**src/rtl/alu_arbiter_if.sv**
```systemverilog
// Bundle of request, operand, grant and result signals shared by the two
// ALU requesters and alu_arbiter.
interface alu_arbiter_if;
  logic [1:0] Req;
  logic [3:0] Data0;
  logic [3:0] Data1;
  logic [1:0] Func0;
  logic [1:0] Func1;
  logic [1:0] Gnt;
  logic       Busy;
  logic       Done;
  logic [7:0] ALUout;

  modport master (
    output Req, Data0, Data1, Func0, Func1,
    input  Gnt, Busy, Done, ALUout
  );

  modport slave (
    input  Req, Data0, Data1, Func0, Func1,
    output Gnt, Busy, Done, ALUout
  );
endinterface

```
**src/rtl/alu_arbiter.sv**
```systemverilog
// Two-requester arbiter in front of one shared ALU with an 8-bit accumulator.
// Defining ALU_ARB_FIXED_PRIORITY_EN gives requester 0 fixed priority instead of round-robin.
module alu_arbiter (
  input  logic         Clock,
  input  logic         Reset_b,
  alu_arbiter_if.slave bus
);

  localparam logic [1:0] IDLE   = 2'b00;
  localparam logic [1:0] EXEC   = 2'b01;
  localparam logic [1:0] DONE   = 2'b10;
  localparam logic [1:0] F_ADD  = 2'b00;
  localparam logic [1:0] F_MUL  = 2'b01;
  localparam logic [1:0] F_SHL  = 2'b10;
  localparam logic [1:0] F_HOLD = 2'b11;

  logic [1:0] state_r;
  logic [1:0] gnt_r;
  logic       busy_r;
  logic       done_r;
  logic [7:0] alu_r;
  logic [3:0] data_r;
  logic [1:0] func_r;
  logic [3:0] a_r;
  logic [7:0] acc_r;
  logic [1:0] cnt_r;
  logic       win_s;
  logic [7:0] pp_s;
  logic [7:0] next_acc_s;

  // Result of the operations that finish in a single EXEC cycle.
  function automatic logic [7:0] single_cycle_result(
    input logic [1:0] func,
    input logic [3:0] data,
    input logic [3:0] a,
    input logic [7:0] cur
  );
    logic [7:0] res;
    case (func)
      F_ADD:   res = {4'b0000, data} + {4'b0000, a};
      F_SHL:   res = {4'b0000, a} << data;
      F_HOLD:  res = cur;
      default: res = cur;
    endcase
    return res;
  endfunction

`ifdef ALU_ARB_FIXED_PRIORITY_EN
  // Winner selection: requester 0 beats requester 1 whenever it asks.
  always_comb begin
    win_s = 1'b0;
    if (bus.Req[0]) begin
      win_s = 1'b0;
    end else begin
      win_s = 1'b1;
    end
  end
`else
  logic last_r;

  // Round-robin pointer: remembers who was served, advanced only when an operation retires.
  always_ff @(posedge Clock or posedge Reset_b) begin
    if (Reset_b) begin
      last_r <= 1'b1;
    end else if (state_r == DONE) begin
      last_r <= gnt_r[1];
    end else begin
      last_r <= last_r;
    end
  end

  // Winner selection: a lone requester wins, a tie goes to whoever was not served last.
  always_comb begin
    win_s = 1'b0;
    if (bus.Req == 2'b11) begin
      win_s = ~last_r;
    end else if (bus.Req[1]) begin
      win_s = 1'b1;
    end else begin
      win_s = 1'b0;
    end
  end
`endif

  // Shift-add multiply step: add A shifted by the current operand bit position.
  always_comb begin
    pp_s       = 8'h00;
    next_acc_s = acc_r;
    if (data_r[cnt_r]) begin
      pp_s = {4'b0000, a_r} << cnt_r;
    end else begin
      pp_s = 8'h00;
    end
    next_acc_s = acc_r + pp_s;
  end

  // Control FSM, operand capture and accumulator update.
  always_ff @(posedge Clock or posedge Reset_b) begin
    if (Reset_b) begin
      state_r <= IDLE;
      gnt_r   <= 2'b00;
      busy_r  <= 1'b0;
      done_r  <= 1'b0;
      alu_r   <= 8'h00;
      data_r  <= 4'h0;
      func_r  <= 2'b00;
      a_r     <= 4'h0;
      acc_r   <= 8'h00;
      cnt_r   <= 2'd0;
    end else begin
      case (state_r)
        IDLE: begin
          if (|bus.Req) begin
            state_r <= EXEC;
            gnt_r   <= win_s ? 2'b10 : 2'b01;
            busy_r  <= 1'b1;
            data_r  <= win_s ? bus.Data1 : bus.Data0;
            func_r  <= win_s ? bus.Func1 : bus.Func0;
            a_r     <= alu_r[3:0];
            acc_r   <= 8'h00;
            cnt_r   <= 2'd0;
          end else begin
            state_r <= IDLE;
          end
        end
        EXEC: begin
          if (func_r == F_MUL) begin
            if (cnt_r == 2'd3) begin
              alu_r   <= next_acc_s;
              done_r  <= 1'b1;
              state_r <= DONE;
            end else begin
              acc_r <= next_acc_s;
              cnt_r <= cnt_r + 2'd1;
            end
          end else begin
            alu_r   <= single_cycle_result(func_r, data_r, a_r, alu_r);
            done_r  <= 1'b1;
            state_r <= DONE;
          end
        end
        DONE: begin
          state_r <= IDLE;
          gnt_r   <= 2'b00;
          done_r  <= 1'b0;
          busy_r  <= 1'b0;
        end
        default: begin
          state_r <= IDLE;
          gnt_r   <= 2'b00;
          done_r  <= 1'b0;
          busy_r  <= 1'b0;
        end
      endcase
    end
  end

  assign bus.Gnt    = gnt_r;
  assign bus.Busy   = busy_r;
  assign bus.Done   = done_r;
  assign bus.ALUout = alu_r;

endmodule

```
**src/flat_wrapper.sv**
```systemverilog
// flat-port wrapper written by rule: the top's interface ports become plain ports
module alu_arbiter_flat 
  (Clock, Reset_b, bus_Req, bus_Data0, bus_Data1, bus_Func0, bus_Func1, bus_Gnt, bus_Busy, bus_Done, bus_ALUout);
  alu_arbiter_if bus_i ();
  input  logic Clock;
  input  logic Reset_b;
  input wire logic [$bits(bus_i.Req)-1:0] bus_Req;
  input wire logic [$bits(bus_i.Data0)-1:0] bus_Data0;
  input wire logic [$bits(bus_i.Data1)-1:0] bus_Data1;
  input wire logic [$bits(bus_i.Func0)-1:0] bus_Func0;
  input wire logic [$bits(bus_i.Func1)-1:0] bus_Func1;
  output wire logic [$bits(bus_i.Gnt)-1:0] bus_Gnt;
  output wire logic [$bits(bus_i.Busy)-1:0] bus_Busy;
  output wire logic [$bits(bus_i.Done)-1:0] bus_Done;
  output wire logic [$bits(bus_i.ALUout)-1:0] bus_ALUout;
  assign bus_i.Req = bus_Req;
  assign bus_i.Data0 = bus_Data0;
  assign bus_i.Data1 = bus_Data1;
  assign bus_i.Func0 = bus_Func0;
  assign bus_i.Func1 = bus_Func1;
  assign bus_Gnt = bus_i.Gnt;
  assign bus_Busy = bus_i.Busy;
  assign bus_Done = bus_i.Done;
  assign bus_ALUout = bus_i.ALUout;
  alu_arbiter u_core (.Clock(Clock), .Reset_b(Reset_b), .bus(bus_i));
endmodule
```
**config.mk**
```make
export PLATFORM = sky130hd
export DESIGN_NAME = alu_arbiter_flat
export DESIGN_NICKNAME = d
export VERILOG_FILES = /design/src/rtl/alu_arbiter_if.sv /design/src/rtl/alu_arbiter.sv /design/src/flat_wrapper.sv
export SDC_FILE = /design/constraint.sdc
export NUM_CORES = 1
export LEC_CHECK = 0
export BUFFER_PORTS_ARGS = -buffer_cell sky130_fd_sc_hd__buf_2
export CORE_MARGIN = 4
export CORE_UTILIZATION = 45
export DETAILED_ROUTE_END_ITERATION = 12
export PLACE_DENSITY_LB_ADDON = 0.1
export SLEW_MARGIN = 10
export SYNTH_ARGS = -nofsm -noshare
export SYNTH_HDL_FRONTEND = slang
export SYNTH_SLANG_ARGS = --single-unit
```
**constraint.sdc**
```tcl
create_clock -name Clock -period 3.4 [get_ports Clock]
set_input_delay 0.68 -clock Clock [delete_from_list [all_inputs] [get_ports Clock]]
set_output_delay 0.68 -clock Clock [all_outputs]
set_load 0.1 [all_outputs]
```
==> out/results.tsv, run 1 <==
metric	value	unit
min_to	u_core.a_r[0]	
cts_tree	yes	
wl	5562	um
cts_sinks	35	
grt_antenna_before_repair	0	
preCtsSetupSlack	675.5	ps
final_cells	348	
fmax	358.2	MHz
worstPathArrival	2950	ps
die_y	79.18	um
synth_seq_cells	35	
ys_top_cells_by_area	dfrtp_1 (37%), ha_1 (7.1%), nand2_1 (5.6%)	
via_per_inst	5.603	
period_share	82.12	%
htree_num_levels	2	
ys_warn_count	0	
row_count	25	
area_growth_syn_to_layout	13.34	%
grt_pass1_vias	1909	
yosys.area.top_type	dfrtp_1	
postCtsSetupRepairBufs	0	
syn_inst	256	
async_flop_share	100.0	%
min_from	u_core.bus.ALUout[0]	
dp.cells	340	
cp-end-kind	register	
cts_root_buf	clkbuf_8	
final.setup.worst_slack	608.0	ps
die-area	0.006269	sq mm
wl_per_cell	15.98	um
drive_gt1_share	17.08	%
syn_nets	287	
regToRegEndpoint	u_core.bus.ALUout[6]	
slew_headroom	37.38	%
reg2reg_slack	610	ps
finalHoldViolCount	0	
worstSkewPairLatency	290	ps
syn_area_per_cell	8.905	sq um
clockBufferDepth	2	
hold_buffers	0	
cts_resized	0	
synthTopCellsByCount	dfrtp_1 (34), nand2_1 (34), a21oi_1 (21), inv_1 (17), nor2_1 (17)	
overflow	0	
grt_util_all_layers	19.78	%
holdPathStages	2	
drt-initial-drc-count	139	
rsz0062_at_grt	false	
worst_setup_path_start_kind	register	
skew	5.202	ps
grt_pass1_wl	9577	um
grt_max_degree	25	
crit_path_max_fanout	11	
synth_edf_count	0	
final-setup-viol-count	0	
worstReg2RegStart	u_core.cnt_r[1]	
antennaDiodeCount	0	
fin_area	0.002584	sq mm
worst_pin_slew	938.3	ps
dr.pass1.iters	4	
min_path_type	register to register	
post-synth-top-area-fraction	37.32	%
start_util	47.32	%
vias	1950	
reg2reg_depth	8	
postPlaceCellArea	0.002451	sq mm
fin_crit	2792	ps
gp_congestion	0.8741	
ant_nets	0	
place_hpwl	4217	um
drc_errors	0	
io_pins	28	
die_w	79.18	um
core_area	0.004817	sq mm
outcome	finished clean	
cts_buffers	5	
fin_nets	311	
ys_types	48	
drv_cap	0	
synth-seq-area-share	38.47	%
synth_ff_type	dfrtp_1	
fin_tns_setup	0	ps
port_buffers	27	
clk_pin_slew	70	ps
synth_area	0.002280	sq mm
slew_violations	0	
required	3560	ps
critPathKind	register to register	
-- worst max path at each step --
stage | from | end | slack [ps] | cells past startpoint
after detailed placement | u_core.cnt_r[1] | u_core.bus.ALUout[7] | 680 | 8
after CTS | u_core.cnt_r[1] | u_core.bus.ALUout[6] | 630 | 8
final | u_core.cnt_r[1] | u_core.bus.ALUout[6] | 610 | 8
after global placement | u_core.cnt_r[1] | u_core.bus.ALUout[6] | 670 | 8
after global routing | u_core.data_r[0] | u_core.bus.ALUout[7] | 380 | 9
after floorplan | u_core.cnt_r[1] | u_core.acc_r[6] | 730 | 9
-- logic make-up after synthesis --
family / count (synthesis) / synth area share [%]
AND/OR/NAND/NOR: 88 / 18.83
AO/OA/AOI/OAI: 79 / 23.38
flip-flops: 35 / 38.47
buffers and inverters: 28 / 5.214
adder cells (fa/ha/maj): 15 / 8.892
multiplexers: 6 / 3.293
XOR/XNOR: 5 / 1.921
-- layout by cell type (no fill, tap or decap), types with 3 or more instances in the layout --
master    netlist  layout
a21oi_1        21      21
a211oi_1        3       3
nand2b_1        6       6
nor2_1         17      17
clkbuf_8        0       5
a22o_1          4       4
inv_1          17      17
a21o_1          4       4
ha_1           13      13
nor3_1          7       7
nor2_2          3       3
mux2i_1         3       3
a222oi_1        6       6
o22ai_1         7       7
xnor2_1         3       3
nand3_1         4       4
o21ai_1        10      10
or3_1           4       4
nor2b_1         3       3
nand2_1        34      34
o21ai_0         9       9
and2_1          3       3
buf_2           5      27
dfrtp_1        34      34
-- metrics by stage --
| step | hold WS, ps | util, % |
|---|---|---|
| after floorplan | 455.1 | - |
| after global placement | 480.1 | 50.88 |
| after detailed placement | 481.4 | 50.88 |
| after CTS | 497.7 | 53.64 |
| after global routing | 521.1 | 53.64 |
| final | 496.3 | 53.64 |
-- cell type report --
type                    count  area, sq um
multi-input cells         193         1284
well taps                  67        83.83
repair buffers             28        142.6
flip-flops and latches     35        877.1
clock inverters             2        60.06
clock buffers               6        72.57
inverters                  17        63.81
fillers                   479         2233
-- state kept, by name (all words and copies together), names as in the netlist --
signal,count
u_core.a_r,4
u_core.acc_r,8
u_core.bus.ALUout,8
u_core.bus.Busy,1
u_core.bus.Done,1
u_core.bus.Gnt,2
u_core.cnt_r,2
u_core.data_r,4
u_core.func_r,2
u_core.last_r,1
u_core.state_r,2
-- per-layer routing --
metal / track usage, % / vias up / part of all wire, %
li1: - / 973 / -
met1: 27.31 / 941 / 48
met2: 30.81 / 32 / 47
met3: 4.422 / 4 / 3.4
met4: 6.186 / 0 / 0.99
met5: 0 / - / 0
-- critical path, stage by stage (launching register included) --
cell and delay [ps]:
dfrtp_1 580, mux4_2 580, and2_1 160, ha_1 330
a211oi_1 270, nor2_1 110, o21a_1 200, o311ai_1 290
a21oi_1 120
Power of run 1 is not shown: default switching activity piles up to over one toggle a cycle in this logic, so the estimate is an artifact.
==> run 2: changes to the inputs <==
==> constraint.sdc (replaced) <==
create_clock -name Clock -period 2.8 [get_ports Clock]
set_input_delay 0.56 -clock Clock [delete_from_list [all_inputs] [get_ports Clock]]
set_output_delay 0.56 -clock Clock [all_outputs]
set_load 0.1 [all_outputs]
==> run 2 against run 1 <==
  * Highest routed layer unchanged
  * Die area unchanged
  * Clock skew up 3.7 ps
  * Critical path depth unchanged
  * Flip-flop and latch count unchanged
==> out/results.tsv, run 2 (synthesis gave the netlist of run 1 again) <==
metric	value	unit	change
outcome	finished clean		unchanged
postCtsSetupRepairBufs	0		unchanged
met3_usage	3.515	%	was 4.422%
final_cell_mix	nand2_1 (34), dfrtp_1 (33), buf_2 (27)		was nand2_1 (34), dfrtp_1 (34), buf_2 (27)
fin_tns_setup	0	ps	unchanged
cts_tree	yes		unchanged
clk_pin_slew	70	ps	about the same
cts_root_buf	clkbuf_8		unchanged
grt_use_met1	27.35	%	was 27.31%
die_y	79.18	um	unchanged
final_common_cell	nand2_1		
grt_antenna_before_repair	0		unchanged
cts_buffers	5		unchanged
ant_nets	0		unchanged
core_area	0.004817	sq mm	unchanged
period_share	91.69	%	was 82.12%
fmax	389.5	MHz	was 358.2 MHz
vias	1983		was 1950
area_growth_syn_to_layout	15.53	%	was 13.34%
final-setup-viol-count	0		unchanged
slew_headroom	55.58	%	was 37.38%
fin_nets	320		was 311
via_per_inst	5.555		was 5.603
worst_pin_slew	665.5	ps	was 938.3 ps
grt_pass1_wl	9356	um	was 9577 um
crit_end	u_core.acc_r[6]		was u_core.bus.ALUout[6]
drc_errors	0		unchanged
antennaDiodeCount	0		unchanged
rsz0062_at_grt	false		unchanged
drv_cap	0		unchanged
dr.pass1.iters	4		unchanged
top_usage_layer	met2		unchanged
worstSkewPairLatency	290	ps	about the same
regToRegEndpoint	u_core.acc_r[6]		was u_core.bus.ALUout[6]
grt_util_all_layers	19.16	%	was 19.78%
wl	5527	um	was 5562 um
worstReg2RegStart	u_core.cnt_r[1]		unchanged
use_met2	29.88	%	was 30.81%
die_w	79.18	um	unchanged
slew_violations	0		unchanged
finalHoldViolCount	0		unchanged
critPathKind	register to register		unchanged
grt_pass1_vias	1856		was 1909
skew	8.902	ps	was 5.202 ps
io_pins	28		unchanged
crit_path_max_fanout	7		was 11
cp-end-kind	register		unchanged
reg2reg_slack	230	ps	was 610 ps
place_hpwl	4301	um	was 4217 um
fin_crit	2567	ps	was 2792 ps
gp_congestion	0.8951		was 0.8741
wl_per_cell	15.48	um	was 15.98 um
worstPathArrival	2750	ps	was 2950 ps
grt_max_degree	18		was 25
drive_gt1_share	20.00	%	was 17.08%
cts_sinks	35		unchanged
worst_setup_path_start_kind	register		unchanged
row_count	25		unchanged
overflow	0		unchanged
die-area	0.006269	sq mm	unchanged
required	2980	ps	was 3560 ps
reg2reg_depth	8		unchanged
clockBufferDepth	2		unchanged
port_buffers	27		unchanged
start_util	47.32	%	unchanged
min_path_type	primary input to async pin		was register to register
drt-initial-drc-count	141		was 139
cp-startpoint	u_core.cnt_r[1]		unchanged
htree_num_levels	2		unchanged
==> run 2: worst min-delay path by stage <==
stage | endpoint | slack, ps | cells after the start
CTS | u_core.acc_r[7] | 370 | 2
global route | u_core.acc_r[7] | 410 | 2
finish | u_core.acc_r[7] | 360 | 2
detailed placement | u_core.acc_r[2] | 480 | 2
global placement | u_core.acc_r[0] | 480 | 2
floorplan | u_core.acc_r[2] | 460 | 2
==> run 2: cell type report <==
class                      count  area (sq um)
clock buffer                   7         76.32
tap                           67         83.83
fill                         462          2183
inverter                      17         63.81
timing repair buffer          37         210.2
sequential                    35         878.3
clock inverter                 1         30.03
multi-input combinational    193          1291
==> run 2: what timing repair did <==
item / 4_1_cts / 5_1_grt
gates resized for setup: 0 / 2
setup endpoints to repair: 0 / 3
hold endpoints to repair: 0 / 0
hold buffers: 0 / 0
==> run 2: worst max-delay path, cell delays in order (launching register included) <==
cell and delay (ps):
dfrtp_2 420, mux4_2 540, and2_1 160, ha_1 330, a211oi_1 270, nor2_1 120, o21a_1 200, o31a_1 240
a22o_1 170
==> run 2: per-layer routing <==
layer	routed length (um)	vias to the layer above
met5	0	-
met4	80	0
met3	201	8
met2	2565	45
met1	2678	948
li1	-	982
==> run 2: through the flow <==
| stage | std cells | util [%] | setup WS (ps) | instance area [sq um] | hold slack (ps) |
|---|---|---|---|---|---|
| after floorplan | 256 | - | 133.6 | 2280 | 455.1 |
| after global placement | 349 | 52.29 | 242.7 | 2519 | 477.4 |
| after detailed placement | 349 | 52.29 | 216.2 | 2519 | 482.7 |
| after CTS | 357 | 54.49 | 189.6 | 2625 | 372.6 |
| after global routing | 357 | 54.68 | 8.790 | 2634 | 407.8 |
| final | 357 | 54.68 | 232.7 | 2634 | 356.5 |
Power of run 2 is left out for the same reason.
==> run 3: changes to the inputs <==
--- a/config.mk
+++ b/config.mk
@@ -6,7 +6,6 @@
 export NUM_CORES = 1
 export LEC_CHECK = 0
 export BUFFER_PORTS_ARGS = -buffer_cell sky130_fd_sc_hd__buf_2
-export CORE_MARGIN = 4
 export CORE_UTILIZATION = 45
 export DETAILED_ROUTE_END_ITERATION = 12
 export PLACE_DENSITY_LB_ADDON = 0.1
==> constraint.sdc (replaced) <==
create_clock -name Clock -period 2.5 [get_ports Clock]
set_input_delay 0.5 -clock Clock [delete_from_list [all_inputs] [get_ports Clock]]
set_output_delay 0.5 -clock Clock [all_outputs]
set_load 0.1 [all_outputs]
==> run 3 against run 2 <==
  * Global-route usage up 5.1 points
  * Register-to-register slack worse by 180 ps
  * Routed wire length up 5.6%
  * Critical path depth unchanged
  * Maximum frequency up 4.8%
  * Cell area up 6.0%
  * Worst hold slack worse by 58 ps
  * Sequential share of layout area down 1.9 points
==> out/results.tsv, run 3 (synthesis gave the netlist of run 1 again) <==
metric	value	unit	change
outcome	finished clean		unchanged
slew_headroom	66.57	%	was 55.58%
place_hpwl	4371	um	was 4301 um
vias	2063		was 1983
die-area	0.005355	sq mm	was 0.006269 sq mm
cts_sinks	35		unchanged
power	4.181	mW	
fin_crit	2450	ps	was 2567 ps
required	2680	ps	was 2980 ps
dr.pass1.iters	4		unchanged
critPathMaxStageDelay	550	ps	was 540 ps
row_count	25		unchanged
critPathBufInv	0		unchanged
worstPathArrival	2630	ps	was 2750 ps
grt_pass1_wl	9570	um	was 9356 um
hold_buffers	0		unchanged
drt-initial-drc-count	188		was 141
min_path_type	primary input to async pin		unchanged
grt_util_all_layers	24.25	%	was 19.16%
final_cell_mix	nand2_1 (34), dfrtp_1 (34), buf_2 (27)		was nand2_1 (34), dfrtp_1 (33), buf_2 (27)
start_util	47.63	%	was 47.32%
cp-end-kind	register		unchanged
final_core_util	58.33	%	was 54.68%
dp.cells	358		was 349
final-setup-viol-count	0		unchanged
grt_max_degree	36		was 18
crit_path_max_fanout	5		was 7
clockBufferDepth	2		unchanged
core_area	0.004786	sq mm	was 0.004817 sq mm
wl_per_cell	15.82	um	was 15.48 um
skew	10.27	ps	was 8.902 ps
gp_congestion	0.9027		was 0.8951
peakVddDrop	0.9150	mV	
holdWs	298.9	ps	was 356.5 ps
worstSkewPairLatency	290	ps	about the same
worst_pin_slew	501.5	ps	was 665.5 ps
die_w	73.18	um	was 79.18 um
critPathKind	register to register		unchanged
drc_errors	0		unchanged
drv_cap	0		unchanged
area_growth_syn_to_layout	22.45	%	was 15.53%
clk_pin_slew	80	ps	was 70 ps
leakage	1.331	nW	
die_y	73.18	um	was 79.18 um
via_per_inst	5.591		was 5.555
period_share	98.00	%	was 91.69%
final_cells	369		was 357
drive_gt1_share	26.82	%	was 20.00%
fin_tns_setup	0	ps	unchanged
power_density	1498	mW/mm^2	
worst_setup_path_start_kind	register		unchanged
fill_cells	433		was 462
port_buffers	27		unchanged
rsz0062_at_grt	true		was false
fin_nets	332		was 320
cp_slowest_cell	mux4_2		unchanged
cts_root_buf	clkbuf_8		unchanged
ant_nets	0		unchanged
grt_pass1_vias	1964		was 1856
overflow	0		unchanged
crit_chain	mux4_2 > and2_1 > ha_4 > a211oi_2 > nor2_2 > o21a_1 > o31a_1 > a22o_1		was mux4_2 > and2_1 > ha_1 > a211oi_1 > nor2_1 > o21a_1 > o31a_1 > a22o_1
fmax	408.2	MHz	was 389.5 MHz
critPathTopFamily	compound AO/OA/AOI/OAI gates		unchanged
final.setup.worst_slack	49.96	ps	was 232.7 ps
cts_tree	yes		unchanged
postPlaceCellArea	0.002599	sq mm	was 0.002519 sq mm
slew_violations	0		unchanged
finalHoldViolCount	0		unchanged
grt_antenna_before_repair	0		unchanged
cts_buffers	5		unchanged
preCtsSetupSlack	-27.77	ps	was 216.2 ps
htree_num_levels	2		unchanged
fin_area	0.002791	sq mm	was 0.002634 sq mm
wl	5838	um	was 5527 um
antennaDiodeCount	0		unchanged
io_pins	28		unchanged
-- run 3: cell types whose count changed in the layout (fill, tap and decap cells not counted), moves of 2 or more --
| cell | delta |
|---|---|
| buf_4 | +12 |
| ha_1 | -3 |
| ha_4 | +3 |
| a211oi_1 | -2 |
| a21oi_1 | -2 |
| a21oi_2 | +2 |
| clkbuf_8 | +2 |
| o21ai_2 | +2 |
-- run 3: worst reg2reg max path, cell delays in order (launching register included) --
cell and delay [ps]:
dfrtp_1 420, mux4_2 550, and2_1 180, ha_4 240
a211oi_2 260, nor2_2 90, o21a_1 190, o31a_1 240
a22o_1 180
-- run 3: final timing paths --
| check | from | end | slack [ps] | cells past startpoint |
|---|---|---|---|---|
| worst max-delay path | u_core.cnt_r[1] | u_core.acc_r[6] | 50 | 8 |
| worst min-delay path | Reset_b | u_core.acc_r[6] | 300 | 3 |
| worst max register to register | u_core.cnt_r[1] | u_core.acc_r[6] | 50 | 8 |
| worst min register to register | u_core.bus.ALUout[3] | u_core.a_r[3] | 490 | 2 |
| max in group asynchronous | Reset_b | u_core.last_r | 1820 | 3 |
| min in group Clock | bus_Data1[3] | u_core.data_r[3] | 420 | 3 |
-- run 3: timing repair --
action                     CTS  global route
resized for setup            2            11
pin swaps                    0             5
buffers inserted             0             3
setup endpoints to repair    3             6
-- run 3: layout make-up --
| class | count | area, sq um | area share, % |
|---|---|---|---|
| clock buffers | 8 | 100.1 | 3.586 |
| inverters | 17 | 63.81 | 2.286 |
| multi-input cells | 193 | 1366 | 48.95 |
| flip-flops and latches | 35 | 877.1 | 31.42 |
| well taps | 67 | 83.83 | 3.003 |
| repair buffers | 49 | 300.3 | 10.76 |
-- run 3: power breakdown --
part           switching [mW]  internal, mW  total (mW)
Clock                   0.208         0.252       0.460
Sequential              0.235         0.806        1.04
Combinational            1.78         0.905        2.68
Total                    2.22          1.96        4.18
-- run 3: metal layers --
metal	global-route usage (%)	up-vias	wire, um
met5	0	-	0
li1	-	1011	-
met2	36.93	51	2723
met4	8.279	0	90
met3	4.972	8	259
met1	34.15	993	2765
Note: power is estimated with default switching activity, not from simulation.
